==> src/rtl/gb_cpu_common_pkg.sv <==
// rtl/gb_cpu_common_pkg.sv - shared CPU-side types and memory map constants
package gb_cpu_common_pkg;

    typedef enum logic [1:0] {
        DMA_IDLE  = 2'd0,
        DMA_DELAY = 2'd1,
        DMA_XFER  = 2'd2
    } dma_state_t;

    localparam logic [15:0] ADDR_DMA_REG  = 16'hFF46;
    localparam logic [15:0] ADDR_OAM_BASE = 16'hFE00;
    localparam logic [15:0] ADDR_OAM_END  = 16'hFE9F;
    localparam logic [15:0] ADDR_IO_BASE  = 16'hFF00;
    localparam int          OAM_LEN       = 160;

    // Sources at E0-FF alias work RAM through the echo region.
    function automatic logic [7:0] dma_src_fold(input logic [7:0] reg_val);
        return (reg_val >= 8'hE0) ? reg_val - 8'h20 : reg_val;
    endfunction

endpackage

==> src/rtl/gb_oam_dma_arbiter_if.sv <==
// rtl/gb_oam_dma_arbiter_if.sv - CPU, main bus and OAM signals of the DMA arbiter
interface gb_oam_dma_arbiter_if;
    logic [15:0] cpu_addr_i;
    logic [7:0]  cpu_data_i;
    logic        cpu_drive_i;
    logic [7:0]  cpu_data_o;
    logic        cpu_blocked_o;
    logic [15:0] bus_addr_o;
    logic [7:0]  bus_data_o;
    logic        bus_we_o;
    logic [7:0]  bus_data_i;
    logic [7:0]  oam_addr_o;
    logic [7:0]  oam_data_o;
    logic        oam_we_o;
    logic [7:0]  oam_data_i;
    logic        dma_active_o;
    logic [7:0]  dma_reg_o;

    modport slave (
        input  cpu_addr_i, cpu_data_i, cpu_drive_i, bus_data_i, oam_data_i,
        output cpu_data_o, cpu_blocked_o, bus_addr_o, bus_data_o, bus_we_o,
               oam_addr_o, oam_data_o, oam_we_o, dma_active_o, dma_reg_o
    );

    modport master (
        output cpu_addr_i, cpu_data_i, cpu_drive_i, bus_data_i, oam_data_i,
        input  cpu_data_o, cpu_blocked_o, bus_addr_o, bus_data_o, bus_we_o,
               oam_addr_o, oam_data_o, oam_we_o, dma_active_o, dma_reg_o
    );
endinterface

==> src/rtl/gb_oam_dma_engine.sv <==
// rtl/gb_oam_dma_engine.sv - OAM DMA sequencer: FSM, byte index, source register and echo fold
module gb_oam_dma_engine
    import gb_cpu_common_pkg::*;
#(
    parameter int XFER_LEN = OAM_LEN
) (
    input  logic       clk,
    input  logic       reset,
    input  logic       trig_i,
    input  logic [7:0] trig_data_i,
    output dma_state_t state_o,
    output logic [7:0] index_o,
    output logic [7:0] src_o,
    output logic [7:0] dma_reg_o,
    output logic       active_o
);

    localparam logic [7:0] LAST_INDEX = 8'(XFER_LEN - 1);

    dma_state_t state_q;
    logic [7:0] index_q;
    logic [7:0] dma_reg_q;
    logic       restart_q;

    always_ff @(posedge clk or negedge reset) begin
        if (!reset) begin
            state_q   <= DMA_IDLE;
            index_q   <= 8'd0;
            dma_reg_q <= 8'hFF;
            restart_q <= 1'b0;
        end else if (trig_i) begin
            // A new trigger always wins; restart keeps the CPU locked out through DELAY.
            dma_reg_q <= trig_data_i;
            state_q   <= DMA_DELAY;
            index_q   <= 8'd0;
            restart_q <= (state_q == DMA_XFER) || ((state_q == DMA_DELAY) && restart_q);
        end else begin
            case (state_q)
                DMA_DELAY: begin
                    state_q   <= DMA_XFER;
                    index_q   <= 8'd0;
                    restart_q <= 1'b0;
                end
                DMA_XFER: begin
                    if (index_q == LAST_INDEX) begin
                        state_q <= DMA_IDLE;
                        index_q <= 8'd0;
                    end else begin
                        index_q <= index_q + 8'd1;
                    end
                end
                default: begin
                    state_q <= DMA_IDLE;
                end
            endcase
        end
    end

    assign state_o   = state_q;
    assign index_o   = index_q;
    assign dma_reg_o = dma_reg_q;
    assign src_o     = dma_src_fold(dma_reg_q);
    assign active_o  = (state_q == DMA_XFER) || ((state_q == DMA_DELAY) && restart_q);

endmodule

==> src/rtl/gb_oam_dma_arbiter.sv <==
// rtl/gb_oam_dma_arbiter.sv - main bus / OAM owner arbitrating CPU accesses against OAM DMA
module gb_oam_dma_arbiter #(
    parameter logic [15:0] DMA_REG_ADDR = gb_cpu_common_pkg::ADDR_DMA_REG,
    parameter int          OAM_LEN      = gb_cpu_common_pkg::OAM_LEN,
    parameter logic [15:0] OAM_BASE     = gb_cpu_common_pkg::ADDR_OAM_BASE
) (
    input  logic                clk,
    input  logic                reset,
    gb_oam_dma_arbiter_if.slave ifc
);

    localparam logic [15:0] OAM_END = OAM_BASE + 16'(OAM_LEN) - 16'd1;
    localparam logic [15:0] IO_BASE = gb_cpu_common_pkg::ADDR_IO_BASE;

    gb_cpu_common_pkg::dma_state_t state;
    logic [7:0] index;
    logic [7:0] src;
    logic [7:0] dma_reg;
    logic       active;
    logic       trig;

    assign trig = ifc.cpu_drive_i && (ifc.cpu_addr_i == DMA_REG_ADDR);

    gb_oam_dma_engine #(
        .XFER_LEN (OAM_LEN)
    ) u_engine (
        .clk         (clk),
        .reset       (reset),
        .trig_i      (trig),
        .trig_data_i (ifc.cpu_data_i),
        .state_o     (state),
        .index_o     (index),
        .src_o       (src),
        .dma_reg_o   (dma_reg),
        .active_o    (active)
    );

    logic [7:0]  cpu_data;
    logic        blocked;
    logic [15:0] bus_addr;
    logic [7:0]  bus_data;
    logic        bus_we;
    logic [7:0]  oam_addr;
    logic [7:0]  oam_data;
    logic        oam_we;

    always_comb begin
        cpu_data = 8'hFF;
        blocked  = active && (ifc.cpu_addr_i < IO_BASE);
        bus_addr = 16'h0000;
        bus_data = 8'h00;
        bus_we   = 1'b0;
        oam_addr = 8'h00;
        oam_data = 8'h00;
        oam_we   = 1'b0;

        if (state == gb_cpu_common_pkg::DMA_XFER) begin
            bus_addr = {src, index};
            oam_addr = index;
            oam_data = ifc.bus_data_i;
            oam_we   = 1'b1;
        end

        // XFER always implies blocked for sub-IO addresses, so the two drivers never overlap.
        if (!blocked) begin
            if (ifc.cpu_addr_i < OAM_BASE) begin
                bus_addr = ifc.cpu_addr_i;
                bus_data = ifc.cpu_data_i;
                bus_we   = ifc.cpu_drive_i;
                cpu_data = ifc.bus_data_i;
            end else if (ifc.cpu_addr_i <= OAM_END) begin
                oam_addr = ifc.cpu_addr_i[7:0];
                oam_data = ifc.cpu_data_i;
                oam_we   = ifc.cpu_drive_i;
                cpu_data = ifc.oam_data_i;
            end else if (ifc.cpu_addr_i < IO_BASE) begin
                cpu_data = 8'h00;
            end
        end
    end

    assign ifc.cpu_data_o    = cpu_data;
    assign ifc.cpu_blocked_o = blocked;
    assign ifc.bus_addr_o    = bus_addr;
    assign ifc.bus_data_o    = bus_data;
    assign ifc.bus_we_o      = bus_we;
    assign ifc.oam_addr_o    = oam_addr;
    assign ifc.oam_data_o    = oam_data;
    assign ifc.oam_we_o      = oam_we;
    assign ifc.dma_active_o  = active;
    assign ifc.dma_reg_o     = dma_reg;

endmodule

==> src/flat_wrapper.sv <==
// flat-port wrapper written by rule: the top's interface ports become plain ports
module gb_oam_dma_arbiter_flat 
#(
    parameter logic [15:0] DMA_REG_ADDR = gb_cpu_common_pkg::ADDR_DMA_REG,
    parameter int          OAM_LEN      = gb_cpu_common_pkg::OAM_LEN,
    parameter logic [15:0] OAM_BASE     = gb_cpu_common_pkg::ADDR_OAM_BASE
)
  (clk, reset, ifc_cpu_addr_i, ifc_cpu_data_i, ifc_cpu_drive_i, ifc_bus_data_i, ifc_oam_data_i, ifc_cpu_data_o, ifc_cpu_blocked_o, ifc_bus_addr_o, ifc_bus_data_o, ifc_bus_we_o, ifc_oam_addr_o, ifc_oam_data_o, ifc_oam_we_o, ifc_dma_active_o, ifc_dma_reg_o);
  gb_oam_dma_arbiter_if ifc_i ();
  input  logic clk;
  input  logic reset;
  input wire logic [$bits(ifc_i.cpu_addr_i)-1:0] ifc_cpu_addr_i;
  input wire logic [$bits(ifc_i.cpu_data_i)-1:0] ifc_cpu_data_i;
  input wire logic [$bits(ifc_i.cpu_drive_i)-1:0] ifc_cpu_drive_i;
  input wire logic [$bits(ifc_i.bus_data_i)-1:0] ifc_bus_data_i;
  input wire logic [$bits(ifc_i.oam_data_i)-1:0] ifc_oam_data_i;
  output wire logic [$bits(ifc_i.cpu_data_o)-1:0] ifc_cpu_data_o;
  output wire logic [$bits(ifc_i.cpu_blocked_o)-1:0] ifc_cpu_blocked_o;
  output wire logic [$bits(ifc_i.bus_addr_o)-1:0] ifc_bus_addr_o;
  output wire logic [$bits(ifc_i.bus_data_o)-1:0] ifc_bus_data_o;
  output wire logic [$bits(ifc_i.bus_we_o)-1:0] ifc_bus_we_o;
  output wire logic [$bits(ifc_i.oam_addr_o)-1:0] ifc_oam_addr_o;
  output wire logic [$bits(ifc_i.oam_data_o)-1:0] ifc_oam_data_o;
  output wire logic [$bits(ifc_i.oam_we_o)-1:0] ifc_oam_we_o;
  output wire logic [$bits(ifc_i.dma_active_o)-1:0] ifc_dma_active_o;
  output wire logic [$bits(ifc_i.dma_reg_o)-1:0] ifc_dma_reg_o;
  assign ifc_i.cpu_addr_i = ifc_cpu_addr_i;
  assign ifc_i.cpu_data_i = ifc_cpu_data_i;
  assign ifc_i.cpu_drive_i = ifc_cpu_drive_i;
  assign ifc_i.bus_data_i = ifc_bus_data_i;
  assign ifc_i.oam_data_i = ifc_oam_data_i;
  assign ifc_cpu_data_o = ifc_i.cpu_data_o;
  assign ifc_cpu_blocked_o = ifc_i.cpu_blocked_o;
  assign ifc_bus_addr_o = ifc_i.bus_addr_o;
  assign ifc_bus_data_o = ifc_i.bus_data_o;
  assign ifc_bus_we_o = ifc_i.bus_we_o;
  assign ifc_oam_addr_o = ifc_i.oam_addr_o;
  assign ifc_oam_data_o = ifc_i.oam_data_o;
  assign ifc_oam_we_o = ifc_i.oam_we_o;
  assign ifc_dma_active_o = ifc_i.dma_active_o;
  assign ifc_dma_reg_o = ifc_i.dma_reg_o;
  gb_oam_dma_arbiter #(.DMA_REG_ADDR(DMA_REG_ADDR), .OAM_LEN(OAM_LEN), .OAM_BASE(OAM_BASE)) u_core (.clk(clk), .reset(reset), .ifc(ifc_i));
endmodule
==> config.mk <==
export PLATFORM = sky130hd
export DESIGN_NAME = gb_oam_dma_arbiter_flat
export DESIGN_NICKNAME = d
export VERILOG_FILES = /design/src/rtl/gb_cpu_common_pkg.sv /design/src/rtl/gb_oam_dma_arbiter_if.sv /design/src/rtl/gb_oam_dma_engine.sv /design/src/rtl/gb_oam_dma_arbiter.sv /design/src/flat_wrapper.sv
export SDC_FILE = /design/constraint.sdc
export NUM_CORES = 1
export LEC_CHECK = 0
export CORE_UTILIZATION = 40
export DETAILED_ROUTE_END_ITERATION = 10
export PLACE_DENSITY = 0.95
export SYNTH_ARGS = -nofsm -noshare
export SYNTH_HDL_FRONTEND = slang
export SYNTH_SLANG_ARGS = --single-unit
==> constraint.sdc <==
create_clock -name clk -period 5.3 [get_ports clk]
set_clock_uncertainty 0.1 [all_clocks]
set_input_delay 0.53 -clock clk [delete_from_list [all_inputs] [get_ports clk]]
set_output_delay 0.53 -clock clk [all_outputs]
set_load 0.01 [all_outputs]
After elaboration in Yosys (flattened, before gate mapping). Cells that the tools add are included. W data, S select, Z words.

Input bits: 43. Logic and storage cells: 53. Output and inout bits: 60. Register bits: 19.

Muxes and demuxes: 32. Magnitude comparators: 4. Add/subtract/negate cells: 2. Equality and inequality tests: 5. Reduce and logical (&&, ||, !) cells: 6.

Operators with widths (number): $mux W8 (17); $mux W16 (3); $lt A16 B16 Y1 const B (2); $eq A16 B16 Y1 const B (1); $le A16 B16 Y1 const B (1); $pmux W8 S2 (1); $add A8 B1 Y8 const B (1); $eq A8 B8 Y1 const B (1); $ge A8 B8 Y1 const B (1); $mux W1 (8); $sub A8 B6 Y8 const B (1); $mux W2 (2); $pmux W2 S2 (1); $logic_and A1 B1 Y1 (3); $ne A3 B2 Y1 const B (1); $reduce_bool A3 Y1 (1); $eq A2 B1 Y1 const B (1); $eq A2 B2 Y1 const B (1); $reduce_bool A2 Y1 (1); $logic_or A1 B1 Y1 (1).

Depth between registers and ports, before layout. Gate-level depths: netlist of run 1.

Depth in word-level cells: 5. Gate-level depth with buffers: 8. Depth with buffers taken out: 6.

Hierarchy. Synthesis of run 1 repeated with hierarchy kept, for this count alone.

Cells, all modules: 209. Area, all modules: 1815.5 sq um.

Modules (own cells, without submodules): gb_oam_dma_engine (sequential area each 485.5 sq um, instances 1, area each 959.7 sq um, cells an instance 95); gb_oam_dma_arbiter (sequential area each 0.0 sq um, instances 1, area each 855.8 sq um, cells an instance 114).

Least setup slack after synthesis of run 1. OpenSTA, ideal clock, no wires.

Path kind: reg2out. Start: register u_core.u_engine.state_q[0], in the netlist u_core.u_engine.state_o[0]. End: output ifc_bus_addr_o[10]. Buffers on the path: 2. Slack: 2932 ps. Data arrival time: 1738 ps. Cell stages (with the launch flop): 9. Required time: 4670 ps. Cell sequence: dfrtp_1 inv_1 ha_1 clkbuf_8 a21oi_2 inv_1 nor2_1 buf_2 a22o_1.

Longest elaborated chain between the ends: 5. Elaborated cells on any way between the ends: 8. Classes of those cells: eq/ne (2); mux (3); reduce/logical (3).

Ends and longest elaborated chain: start: declaration (line gb_oam_dma_engine.sv:20) `dma_state_t state_q;`; start signal: assignment (line gb_oam_dma_engine.sv:27) `state_q <= DMA_IDLE;`; start signal: assignment (line gb_oam_dma_engine.sv:34) `state_q <= DMA_DELAY;`; start signal: assignment (line gb_oam_dma_engine.sv:40) `state_q <= DMA_XFER;`; $eq A2 B1 Y1 (line gb_oam_dma_engine.sv:63) `assign active_o = (state_q == DMA_XFER) || ((state_q == DMA_DELAY) && restart_q);`; $logic_and A1 B1 Y1 (line gb_oam_dma_engine.sv:63); $logic_or A1 B1 Y1 * (line gb_oam_dma_engine.sv:63); via ifc_dma_active_o (line flat_wrapper.sv:25) `output wire logic [$bits(ifc_i.dma_active_o)-1:0] ifc_dma_active_o;`; $logic_and A1 B1 Y1 * (line gb_oam_dma_arbiter.sv:49) `blocked = active && (ifc.cpu_addr_i < IO_BASE);`; $mux W16 * (line gb_oam_dma_arbiter.sv:65) `if (!blocked) begin`; end: declaration (line flat_wrapper.sv:19) `output wire logic [$bits(ifc_i.bus_addr_o)-1:0] ifc_bus_addr_o;`.

The timed path passes the listed nets; every way through them passes the cells marked *.

Worst setup path after layout of run 1.
Start: input ifc_cpu_addr_i[5]. End: output ifc_oam_data_o[6].

Longest elaborated chain between the ends: 4. Elaborated cells on any way between the ends: 7. Classes of those cells: order compare (3); mux (3); reduce/logical (1).

Ends and longest elaborated chain: start: declaration (line flat_wrapper.sv:12) `input wire logic [$bits(ifc_i.cpu_addr_i)-1:0] ifc_cpu_addr_i;`; $le A16 B16 Y1 (line gb_oam_dma_arbiter.sv:71) `end else if (ifc.cpu_addr_i <= OAM_END) begin`; $mux W8 (line gb_oam_dma_arbiter.sv:71); $mux W8 (line gb_oam_dma_arbiter.sv:66) `if (ifc.cpu_addr_i < OAM_BASE) begin`; $mux W8 * (line gb_oam_dma_arbiter.sv:65); end: declaration (line flat_wrapper.sv:23) `output wire logic [$bits(ifc_i.oam_data_o)-1:0] ifc_oam_data_o;`.

Every way passes the cells marked *; elsewhere a longest branch is shown, timed or not.

==> results.ini, run 1 <==
[run_status]
status = finished, final reports clean

[synthesis]
synth-seq-area-share = 0.2955
synthCells = 177
synth_compound_area_frac = 0.3123
yosys-mux-area-fraction = 0.08682
avgSynthCellArea_sq_um = 9.282
yosysTopAreaCell = dfrtp_1
synth_top_flop_cell = dfrtp_1
syn-cell-area_sq_um = 1643
synth_top_family_by_area = compound AO/OA/AOI/OAI gates
ys_ff_latch = 19
synth_top_area_share = 0.1676
yosysWarnings = 0
synthArstFlopShare = 1.000
synth-xor-area-share = 0
synth_edf_count = 0
synthTopCellsByArea = dfrtp_1 (17%), dfstp_2 (13%), a22o_1 (9.1%)
syn_nets = 224
ys_types = 45
synth-simple-area-share = 0.1965
yosys.area_share.adder = 0.03046

[cts]
hold_buffers = 0
clk_latency_ns = 0.25
cts_root_buffer = clkbuf_8
cts_tree = yes
cts_resized = 0
postCtsSetupBuffers = 0
cts_made_buffers = 3
cts_buffer_depth = 2
cts_sinks = 19
path_clk_slew_ns = 0.07
htreeDepth = 1

[route]
drc = 0
drtAntennaViolNets = 0
drtIter0Drc = 144
wirelength_um = 5579
dr_total_vias = 1875
viasPerCell = 5.896
firstDrtPassIters = 5
wire_per_inst_um = 17.54

[worst_setup_path]
crit_path_cell_trace = clkdlybuf4s50_1 > o21ai_0 > nor4b_2 > o21ai_1 > a2bb2oi_1 > clkdlybuf4s50_1
required_ns = 4.67
crit_path_max_incr_delay_ns = 0.87
worst-path-max-fanout = 12
crit_path_end_kind = output pin
reg2reg_depth = 7
regToRegStartpoint = u_core.u_engine.state_o[0]
worst-setup-path-type = input pin to output pin
path_common_cell = clkdlybuf4s50_1
reg2reg_setup_slack_ns = 3.11
r2r-end = u_core.u_engine.index_o[5]
slowest_stage = nor4b_2
start_kind = input pin
crit_arrival_ns = 3.37

[timing]
fmax_ghz = 0.2499
final_hold_viol_count = 0
rsz0062_at_grt = false
fin_crit_sh = 0.7551
min_period_ns = 4.002
drv_slew = 0
worstMarginPinSlew_ns = 1.010
slew_headroom = 0.3252
fin_tns_setup_ns = 0
setup_viol = 0

[floorplanning]
die_height_um = 66.09
rows = 22
io_pins = 103
fp.dieW_um = 66.09
core-area_sq_um = 3799
start_util = 0.4325
die-area_sq_um = 4367

[grt]
grt_max_degree = 37
grt_pass1_wl_um = 8880
antenna_found_initial = 0
grt_pass1_vias = 1750
grt-ovfl-total = 0
track_usage = 0.2670

[power]
peakVddDrop_uv = 111.1
clock_power_share = 0.297
p_sw_uw = 82.89
cellLeakagePower_nw = 1.103
pwr-share-comb = 0.280
seq_power_share = 0.424
swShare = 0.2410
p_int_uw = 261.0
power.density_nw_per_um2 = 127.9

[placed_design]
place_inst = 314
port_buffers = 102
dp_hpwl_um = 4340
gp_congestion = 0.8393

[final_layout]
layout_common_cells = clkdlybuf4s50_1 (102), a22o_1 (17), nand2_1 (15)
diodes = 0
nets = 318
synthToLayoutAreaGrowth_pct = 63.59
fillers = 297
drive_above_1_share = 0.1370
layout_commonest_cell = clkdlybuf4s50_1
stdcell_count = 318

[worst_hold_path]
hold_class = flop to flop
hold_depth = 2
hold_path_end = u_core.u_engine.state_o[1]
hp-start = u_core.u_engine.state_o[1]

[job]
drv_cap = 0

Yosys cell counts (4+ instances only):
master	number
nand3_1	6
dfstp_2	8
dfrtp_1	11
nor2_1	13
ha_1	4
a221o_1	8
nand2_1	15
and3_1	9
inv_1	7
mux2_2	10
a2bb2oi_1	9
clkbuf_1	5
a22o_1	17
a21oi_1	6
buf_2	4
power by group through the flow:
stage	Combinational, mW	Clock, mW	Sequential [mW]
after floorplan	0.0252	0	0.148
after global placement	0.0949	0	0.148
after detailed placement	0.0960	0	0.148
after CTS	0.0964	0.103	0.146
after global routing	0.101	0.116	0.146
final	0.0962	0.102	0.146
critical path: cells and delay by family:
family          cells  cell delay [ns]
simple gates        1             0.87
compound gates      3             1.02
buf+inv             2             0.97
stage by stage:
stage               setup slack [ns]  total power [mW]  hold slack (ns)  cell area, sq um    util
global placement               1.353            0.2431           0.4350              2643  0.6957
CTS                            1.301            0.3455           0.4736              2688  0.7075
floorplan                      2.932            0.1733           0.1344              1643       -
global route                   1.053            0.3627           0.4972              2688  0.7075
detailed placement             1.306            0.2442           0.4576              2643  0.6957
finish                         1.298            0.3439           0.4682              2688  0.7075
worst max-delay path by stage:
stage	start	depth (start not counted)	end
after floorplan	u_core.u_engine.state_o[0]	8	ifc_bus_addr_o[10]
after global placement	ifc_cpu_addr_i[5]	6	ifc_oam_data_o[2]
after detailed placement	ifc_cpu_addr_i[5]	6	ifc_oam_data_o[6]
after CTS	ifc_cpu_addr_i[5]	6	ifc_oam_data_o[6]
after global routing	ifc_cpu_addr_i[5]	6	ifc_oam_data_o[6]
final	ifc_cpu_addr_i[5]	6	ifc_oam_data_o[6]
cell type report:
type / instances / area, sq um / area share
well taps: 48 / 60.06 / 0.02235
inverters: 7 / 26.28 / 0.009777
multi-input cells: 136 / 1035 / 0.3850
flip-flops and latches: 19 / 485.5 / 0.1806
repair buffers: 104 / 1036 / 0.3855
clock buffers: 4 / 45.04 / 0.01676
sequential cells by signal, summed over array words and instances (netlist names):
signal	flops
u_core.u_engine.dma_reg_o	8
u_core.u_engine.index_o	8
u_core.u_engine.restart_q	1
u_core.u_engine.state_o	2
logic make-up after synthesis:
kind of cell / after synthesis
AOI/OAI and AO/OA: 61
buffers and inverters: 22
DFF: 19
muxes: 13
and+or+nand+nor: 58
adders and majority gates: 4
per-layer routing:
layer,global-route usage,up-vias,routed length [um]
li1,-,872,-
met1,0.3518,923,2348
met2,0.4668,76,2856
met3,0.03276,4,343
met4,0.05053,0,31
met5,0,-,0
(Power assumes the default switching activity.)
==> inputs of run 2 (changes only) <==
- CORE_UTILIZATION: 40 -> 37
- PLACE_DENSITY: 0.95 -> 0.92
- clock period: 5.3 -> 4 ns (I/O delays scaled with it)
==> run 2 against run 1 <==
  * Setup slack lost 0.75 ns
  * Combinational power rose by 33%
  * Register-to-register slack lost 1.3 ns
  * Worst hold slack better by 0.0046 ns
  * Clock power grew 36%
  * Critical path depth is 1 higher
  * Largest power group unchanged
  * Sequential cell count did not move
  * Die area is 7.9% higher
  * Cell count increased by 0.94%
  * Via count up 3.0%
==> results.ini, run 2 (synthesized netlist as in run 1, its figures left out) <==
[timing]
final_hold_viol_count = 0
drv_slew = 0
whs_ns = 0.4728
fmax_ghz = 0.2895
fin_tns_setup_ns = 0
min_period_ns = 3.455
setup_viol = 0
slew_headroom = 0.2129
worstMarginPinSlew_ns = 1.176
rsz0062_at_grt = false
setup_slack_ns = 0.5453
fin_crit_sh = 0.8637

[power]
pwr-share-comb = 0.278
p_sw_uw = 115.4
power_uw = 459.8
cellLeakagePower_nw = 1.112
p_int_uw = 344.4
seq_power_share = 0.420
power.density_nw_per_um2 = 170.4
swShare = 0.2510
peakVddDrop_uv = 116.0
clock_power_share = 0.302

[route]
dr_total_vias = 1931
drtIter0Drc = 165
wire_per_inst_um = 18.66
drc = 0
viasPerCell = 6.016
firstDrtPassIters = 4
wirelength_um = 5989
drtAntennaViolNets = 0

[grt]
grt-ovfl-total = 0
antenna_found_initial = 0
track_usage = 0.2677
grt_pass1_wl_um = 9211
grt_pass1_vias = 1891
grt_max_degree = 37

[cts]
clk_latency_ns = 0.26
path_clk_slew_ns = 0.07
postCtsSetupBuffers = 0
hold_buffers = 0
htreeDepth = 1
cts_tree = yes
cts_resized = 0
cts_root_buffer = clkbuf_8
cts_sinks = 19
cts_made_buffers = 3
cts_buffer_depth = 2

[placed_design]
pre_cts_ws_ns = 0.6325
dp_hpwl_um = 4404
port_buffers = 102
gp_congestion = 0.8410

[run_status]
status = finished, final reports clean

[final_layout]
fillers = 340
synthToLayoutAreaGrowth_pct = 64.28
post-route-util = 0.6513
diodes = 0
nets = 319
layout_common_cells = clkdlybuf4s50_1 (102), a22o_1 (17), nand2_1 (15)
drive_above_1_share = 0.1439
layout_commonest_cell = clkdlybuf4s50_1

[worst_setup_path]
worst-path-max-fanout = 15
start_kind = flop
r2r-end = u_core.u_engine.index_o[5]
crit_path_end_kind = output pin
regToRegStartpoint = u_core.u_engine.state_o[0]
crit_arrival_ns = 2.95
required_ns = 3.50
reg2reg_setup_slack_ns = 1.76
worst-setup-path-type = flop to output pin
reg2reg_depth = 7

[floorplanning]
rows = 23
die_height_um = 68.64
core-area_sq_um = 4144
io_pins = 103
fp.dieW_um = 68.64
start_util = 0.3964
die-area_sq_um = 4711

[worst_hold_path]
hold_depth = 2
hold_class = flop to flop
hold_path_end = u_core.u_engine.restart_q
hp-start = u_core.u_engine.restart_q

[job]
drv_cap = 0

[run 2: cell count changes in the layout (fill, tap and decap cells not counted)]
cell      previous run  this run
buf_4                2         3
clkbuf_1             1         0
clkinv_2             0         1
[run 2: final cells by class]
class	count	area, sq um	area share
clock inverters	1	5.005	0.001854
clock buffers	3	41.29	0.01530
flip-flops and latches	19	485.5	0.1799
well taps	50	62.56	0.02318
repair buffers	105	1044	0.3866
inverters	7	26.28	0.009736
multi-input cells	136	1035	0.3834
[run 2: how the worst max path moves through the flow]
stage | end | start | slack [ns]
finish | ifc_bus_addr_o[2] | u_core.u_engine.state_o[1] | 0.55
global route | ifc_bus_addr_o[2] | u_core.u_engine.state_o[1] | 0.39
CTS | ifc_bus_addr_o[2] | u_core.u_engine.state_o[1] | 0.59
detailed placement | ifc_bus_addr_o[2] | ifc_cpu_addr_i[13] | 0.63
global placement | ifc_bus_addr_o[2] | ifc_cpu_addr_i[13] | 0.68
floorplan | ifc_bus_addr_o[10] | u_core.u_engine.state_o[0] | 1.76
[run 2: worst max-delay path, cell delays in order, from the launching register on]
cell             delay [ns]
dfrtp_1                0.38
inv_1                  0.06
ha_1                   0.21
a21oi_2                0.15
inv_1                  0.11
nor2_1                 0.91
a22o_2                 0.30
clkdlybuf4s50_1        0.57
[run 2: stage by stage]
stage | area (sq um) | std cells
finish | 2699 | 321
global route | 2699 | 321
CTS | 2699 | 321
detailed placement | 2653 | 317
global placement | 2653 | 317
floorplan | 1643 | 177
[run 2: power groups by stage]
stage                     logic (mW)  registers (mW)  clock network, mW
after floorplan               0.0334           0.196                  0
after global placement         0.125           0.196                  0
after detailed placement       0.127           0.196                  0
after CTS                      0.128           0.193              0.142
after global routing           0.135           0.193              0.152
final                          0.128           0.193              0.139
[run 2: metal layers]
metal	vias up	global-route usage	routed length [um]	part of all wire
met5	-	0	0	0
met4	0	0.1276	142	0.024
met3	16	0.06414	480	0.080
met2	116	0.4461	2923	0.49
met1	922	0.3216	2443	0.41
li1	877	-	-	-
==> inputs of run 3 (changes only) <==
- CORE_UTILIZATION: 37 -> 34
- PLACE_DENSITY: 0.92 -> 0.89
- clock period: 4 -> 3 ns (I/O delays scaled with it)
==> run 3 against run 2 <==
  * Core utilization down 4.4 points
  * Combinational power up 34%
  * Wire length down 1.3%
  * Sequential share of layout area down 0.23 points
  * Setup slack worse by 0.42 ns
  * Global-route usage down 3.1 points
  * Total power up 34%
  * Clock power up 35%
  * Count of clock-buffer cells in the layout up 1
  * Non-clock buffer count up 4
  * Sequential cell count unchanged
  * First-iteration DRC count up 13%
==> results.ini, run 3 (synthesized netlist as in run 1, its figures left out) <==
[run_status]
status = finished, final reports clean

[cts]
clk_latency_ns = 0.26
cts_tree = yes
cts_buffer_depth = 2
cts_made_buffers = 3
cts_sinks = 19
path_clk_slew_ns = 0.08
postCtsSetupBuffers = 0
htreeDepth = 1
cts_root_buffer = clkbuf_8

[final_layout]
drive_above_1_share = 0.1600
layout_common_cells = clkdlybuf4s50_1 (102), a22o_1 (17), nand2_1 (15)
seqCellArea_sq_um = 485.5
layout_commonest_cell = clkdlybuf4s50_1
synthToLayoutAreaGrowth_pct = 66.41
multiInputGateArea_sq_um = 1039
nets = 323
diodes = 0
fin_area_sq_um = 2734
fillers = 385

[power]
power_uw = 616.1
power.density_nw_per_um2 = 225.4
clock_power_share = 0.304
cellLeakagePower_nw = 1.132
p_sw_uw = 153.9
pwr-share-comb = 0.279
swShare = 0.2498
p_int_uw = 462.2
peakVddDrop_uv = 180.8
seq_power_share = 0.418

[worst_setup_path]
worst-setup-path-type = flop to output pin
path_common_cell = inv_1
start_kind = flop
crit_family = buffers and inverters
reg2reg_depth = 7
slowest_stage = nor2_2
reg2reg_setup_slack_ns = 0.78
timing.critical_path.buf_inv = 3
crit_path_max_incr_delay_ns = 0.55
required_ns = 2.60
crit_arrival_ns = 2.47
worst-path-max-fanout = 15
crit_path_cell_trace = inv_1 > ha_1 > a21oi_2 > inv_1 > nor2_2 > a22o_2 > clkdlybuf4s50_1
crit_path_end_kind = output pin
r2r-end = u_core.u_engine.index_o[5]
regToRegStartpoint = u_core.u_engine.state_o[0]

[route]
drc = 0
wire_per_inst_um = 18.08
wirelength_um = 5911
viasPerCell = 5.820
firstDrtPassIters = 4
drtIter0Drc = 186
drtAntennaViolNets = 0
dr_total_vias = 1903

[timing]
fin_tns_setup_ns = 0
fmax_ghz = 0.3482
setup_viol = 0
setup_slack_ns = 0.1278
whs_ns = 0.4553
drv_slew = 0
fin_crit_sh = 0.9574
final_hold_viol_count = 0
min_period_ns = 2.872
rsz0062_at_grt = false
slew_headroom = 0.3762
worstMarginPinSlew_ns = 0.9328

[floorplanning]
die_height_um = 71.51
core-area_sq_um = 4504
start_util = 0.3647
io_pins = 103
fp.dieW_um = 71.51
rows = 24
die-area_sq_um = 5114

[grt]
grt-ovfl-total = 0
grt_pass1_wl_um = 9397
antenna_found_initial = 0
grt_max_degree = 37
track_usage = 0.2370
grt_pass1_vias = 1849

[placed_design]
port_buffers = 102
place_area_sq_um = 2685
pre_cts_ws_ns = -0.02671
dp_hpwl_um = 4491
gp_congestion = 0.8571

[worst_hold_path]
hold_class = input pin to asynchronous set/reset pin

[job]
drv_cap = 0

==> run 3: per-stage QoR <==
step                std cells  utilization
global route              327       0.6069
CTS                       327       0.6067
detailed placement        323       0.5961
finish                    327       0.6069
global placement          323       0.5961
floorplan                 177            -
==> run 3: area by class of cell <==
cell class / count / share of cell area
timing repair buffer: 109 / 0.3927
multi-input combinational: 136 / 0.3799
sequential: 19 / 0.1776
tap: 52 / 0.02380
clock buffer: 4 / 0.01648
inverter: 7 / 0.009611
==> run 3: power by group through the flow <==
| stage | clock network (mW) | registers, mW | logic (mW) |
|---|---|---|---|
| final | 0.187 | 0.257 | 0.172 |
| after CTS | 0.190 | 0.257 | 0.172 |
| after detailed placement | 0 | 0.262 | 0.170 |
| after global placement | 0 | 0.262 | 0.169 |
| after global routing | 0.205 | 0.257 | 0.181 |
| after floorplan | 0 | 0.262 | 0.0445 |
==> run 3: worst max-delay path by stage <==
stage                                          start                 end  slack, ns  cells past startpoint
after CTS                         ifc_cpu_addr_i[10]        ifc_oam_we_o       0.13                      6
final                     u_core.u_engine.state_o[1]   ifc_bus_addr_o[2]       0.13                      7
after global routing      u_core.u_engine.state_o[1]   ifc_bus_addr_o[5]      0.002                      7
after global placement            ifc_cpu_addr_i[10]   ifc_bus_addr_o[2]      -0.03                      6
after floorplan           u_core.u_engine.state_o[0]  ifc_bus_addr_o[10]       0.86                      8
after detailed placement          ifc_cpu_addr_i[10]   ifc_bus_addr_o[2]      -0.03                      6
==> run 3: layer usage <==
metal | part of all wire | vias up | global-route usage
li1 | - | 880 | -
met1 | 0.41 | 922 | 0.3222
met2 | 0.49 | 88 | 0.3810
met3 | 0.073 | 13 | 0.03235
met4 | 0.021 | 0 | 0.09804
met5 | 0 | - | 0
==> run 3: repair_timing <==
action	4_1_cts	5_1_grt
hold buffers	0	0
endpoints found under the setup margin	15	1
resized for setup	1	1
==> edit 1: new RTL, config.mk and constraints of run 2 <==
Set the package constant `OAM_LEN` to 120 (it was 160).
--- a/src/rtl/gb_cpu_common_pkg.sv
+++ b/src/rtl/gb_cpu_common_pkg.sv
@@ -11,7 +11,7 @@
     localparam logic [15:0] ADDR_OAM_BASE = 16'hFE00;
     localparam logic [15:0] ADDR_OAM_END  = 16'hFE9F;
     localparam logic [15:0] ADDR_IO_BASE  = 16'hFF00;
-    localparam int          OAM_LEN       = 160;
+    localparam int          OAM_LEN       = 120;
 
     // Sources at E0-FF alias work RAM through the echo region.
     function automatic logic [7:0] dma_src_fold(input logic [7:0] reg_val);
Formal check against the unedited RTL: not equivalent (a bounded check fails within 4 cycles, from zero or initial values and one cycle with reset low).
==> edit 1 against run 2 <==
Sequential share of layout area is 0.25 points lower; cell area rose by 1.4%; sequential power increased by 38%; area after synthesis up 1.3%; sequential cell count stayed put; global-route usage decreased by 2.8 points; setup slack improved by 0.10 ns; clock power up 4%; first-iteration DRC count decreased by 13%; total power increased by 27%; non-clock buffer count is 2 lower; largest cell class is now multi-input combinational cells; wire length fell by 5.0%; via count shrank 2.8%.
==> edit 1: results (changes against run 2) <==
drt_iter0_drc: 144  # -13%
ir_drop_uv: 118.3  # +1.9%
drive_gt1_frac: 0.1181  # -0.02583
r2r_cells: 6  # -1
gp_congestion: 0.8111  # -3.6%
hold-path-cell-count: 1  # -1
comb-power_mw: 0.176  # +38%
r2r-end: "u_core.u_engine.state_o[1]"
seq_area_frac_synth: 0.2917  # -0.003777
wl_met2_mm: 2.831  # -3.1%
grt_max_degree: 43  # +16%
grtUsageMet1: 0.3150  # -0.006554
synth_commonest_cells: "a22o_1, nand2_1, and2_1, dfrtp_1, mux2_2"
dpl.hpwl_mm: 4.153  # -5.7%
outcome: "complete, no violations"
p_leak_nw: 1.070  # -3.7%
hold_slack_ns: 0.4224  # -0.05041 ns
arrival_ns: 2.85  # -0.10 ns
synth_cells: 178  # +0.56%
dpl_cell_area_um2: 2690  # +1.4%
root_buffer: "clkbuf_8"
endpoint: "ifc_oam_addr_o[0]"
viasPerCell: 5.811  # -3.4%
finish.cell_count_without_fillers: 323  # +0.62%
drt-met1-wl_mm: 2.511  # +2.8%
synth_cell_types: 41  # -8.9%
wire_per_inst_um: 17.62  # -5.6%
grt_util_all_layers: 0.2396  # -0.02807
reg2reg_slack_ns: 2.10  # +0.34 ns
syn_nets: 225  # +0.45%
netlist_top_cells_area: "dfrtp_1, a22o_1, dfstp_2"
clkPwrFrac: 0.245  # -0.057
grt_util_met3: 0.04094  # -0.02321
dr_wl_met3_um: 311  # -35%
worst_slack_ns: 0.6469  # +0.1016 ns
min_to: "u_core.u_engine.state_o[0]"
grt_pass1_vias: 1862  # -1.5%
worstHoldStart: "u_core.u_engine.state_o[0]"
internal_power_mw: 0.3915  # +14%
-- edit 1: cell types whose count changed in the layout (fill, tap and decap cells not counted), sizes merged, moves of 4 or more --
cell	before	now
a21oi	8	4
and3	9	2
a22o	19	27
and2	1	11
a2bb2oi	9	0
-- edit 1: logic make-up after synthesis --
kind of cell,after synthesis,share of synthesized area
compound gates,59,0.2978
fa+ha+maj,4,0.03008
buf+inv,19,0.05188
flops,19,0.2917
mux,10,0.06692
simple gates,67,0.2617
-- edit 1: critical path: stages --
cell and delay (ns):
clkdlybuf4s50_1 0.50, and4_4 0.26, nand4_4 0.25, nor3_4 0.66, a22o_1 0.25, clkdlybuf4s50_1 0.54
-- edit 1: final cells by class --
type | count | area, um^2
Fill cell | 364 | 1588
Multi-Input combinational cell | 140 | 1092
Timing Repair Buffer | 103 | 1028
Sequential cell | 19 | 485.5
Tap cell | 52 | 65.06
Clock buffer | 3 | 41.29
Inverter | 5 | 18.77
Clock inverter | 1 | 5.005
==> edit 2: new RTL, flow settings as in run 2 <==
Without the edit above. The 3 states of `dma_state_t` get a one-hot encoding in 3 bits.
--- a/src/rtl/gb_cpu_common_pkg.sv
+++ b/src/rtl/gb_cpu_common_pkg.sv
@@ -1,10 +1,10 @@
 // rtl/gb_cpu_common_pkg.sv - shared CPU-side types and memory map constants
 package gb_cpu_common_pkg;
 
-    typedef enum logic [1:0] {
-        DMA_IDLE  = 2'd0,
-        DMA_DELAY = 2'd1,
-        DMA_XFER  = 2'd2
+    typedef enum logic [2:0] {
+        DMA_IDLE  = 3'b001,
+        DMA_DELAY = 3'b010,
+        DMA_XFER  = 3'b100
     } dma_state_t;
 
     localparam logic [15:0] ADDR_DMA_REG  = 16'hFF46;
Behaviour: same outputs for any inputs over 10 cycles, from zero or initial values and one cycle with reset low; not proved beyond that.
==> edit 2 against run 2 <==
Area after synthesis fell by 2.7%; total power rose by 2.4%; wire length fell by 7.1%; worst hold slack got worse by 0.0067 ns; sequential cell count rose by 1; setup slack improved by 0.12 ns; highest routed layer unchanged; non-clock buffer count rose by 2; largest power group unchanged; sequential share of layout area rose by 0.97 points; cell area did not move; critical path type is now in -> out.
==> edit 2: results (changes against run 2) <==
grt_util_all_layers: 0.2398  # -0.02795
drt_iter0_drc: 119  # -28%
cts.sinks: 20  # +1
dpl_cell_area_um2: 2654  # about the same
nNetsFinal: 303  # -5.0%
fmax_mhz: 300.0  # +3.6%
cp_top_family: "buffers and inverters"
drive_gt1_frac: 0.1284  # -0.01551
reg2reg_slack_ns: 2.05  # +0.29 ns
outcome: "complete, no violations"
critical_path.slowest_cell: "clkdlybuf4s50_1"
gp_congestion: 0.8174  # -2.8%
seq_area_frac_synth: 0.3203  # +0.02478
wire_per_inst_um: 18.12  # -2.9%
arrival_ns: 2.83  # -0.12 ns
netlist_top_cells_area: "dfrtp_1, a22o_1, dfstp_2"
cp_slowest_stage_delay_ns: 0.54  # -0.37 ns
syn_nets: 202  # -9.8%
yosysTopAreaCellShare: 0.1723  # +0.004724
clkTransAtPathRegs_ns: 0.07  # about the same
switchingPower_mw: 0.1163  # +0.79%
grt_pass1_vias: 1684  # -11%
slew-limit-headroom: 0.3872  # +0.1743
fill_cells: 327  # -3.8%
p_leak_nw: 1.050  # -5.5%
grt_max_degree: 34  # -8.1%
synth_cell_types: 44  # -2.2%
ir_drop_uv: 112.0  # -3.4%
pre_cts_slack_ns: 0.7219  # +0.08937 ns
synth_commonest_cells: "a22o_1, dfrtp_1, and2_1, dfstp_2, nor2_1"
dpl.hpwl_mm: 4.232  # -3.9%
viasPerCell: 5.827  # -3.1%
[edit 2: changes by cell type after synthesis, sizes merged, moves of 5 or more]
cell     before  now
nor2         14    9
inv           7    2
a22o         19   29
and2          1    9
and3          9    2
nand2        16    5
a2bb2oi       9    0
[edit 2: power by group through the flow]
| stage | Combinational, mW | Sequential [mW] | Clock (mW) |
|---|---|---|---|
| 6_report | 0.127 | 0.203 | 0.141 |
| 5_1_grt | 0.134 | 0.203 | 0.150 |
| 4_1_cts | 0.127 | 0.203 | 0.142 |
| 3_5_place_dp | 0.126 | 0.206 | 0 |
| 3_3_place_gp | 0.125 | 0.206 | 0 |
| 2_1_floorplan | 0.0322 | 0.206 | 0 |
[edit 2: through the flow]
stage | utilization | cells | hold slack [ns]
after floorplan | - | 157 | 0.004409
after global placement | 0.6494 | 303 | 0.4454
after detailed placement | 0.6494 | 303 | 0.4501
after CTS | 0.6604 | 307 | 0.4607
after global routing | 0.6604 | 307 | 0.5101
final | 0.6604 | 307 | 0.4661
[edit 2: path summary, 6_finish.rpt]
check,endpoint,cells after the start,start
max,ifc_bus_data_o[3],7,ifc_cpu_addr_i[13]
min,u_core.u_engine.index_o[0],1,u_core.u_engine.index_o[0]
max reg2reg,u_core.u_engine.index_o[5],5,u_core.u_engine.index_o[0]
min reg2reg,u_core.u_engine.index_o[0],1,u_core.u_engine.index_o[0]
max in group asynchronous,u_core.u_engine.index_o[0],1,reset
min in group asynchronous,u_core.u_engine.state_o[1],1,reset
[edit 2: routing by layer]
metal / GRT usage / routed length [um] / vias up
met5: 0 / 0 / -
li1: - / - / 836
met2: 0.3775 / 2710 / 84
met3: 0.03885 / 387 / 8
met1: 0.3207 / 2386 / 861
met4: 0.1011 / 78 / 0
[edit 2: kinds of logic after synthesis]
kind of cell,share of synthesized area
compound gates,0.3344
simple gates,0.2169
flops,0.3203
buf+inv,0.04698
mux,0.06578
fa+ha+maj,0.01566
[edit 2: final cells by class]
class,instances,share of cell area
Timing Repair Buffer,107,0.3922
Multi-Input combinational cell,124,0.3755
Sequential cell,20,0.1896
Tap cell,50,0.02318
Clock buffer,4,0.01669
Inverter,2,0.002782
[edit 2: worst register-to-register path, delay by kind of cell (launching register included)]
kind,cells,cell delay [ns]
compound gates,3,0.82
flops,1,0.44
fa+ha+maj,1,0.24
simple gates,1,0.26
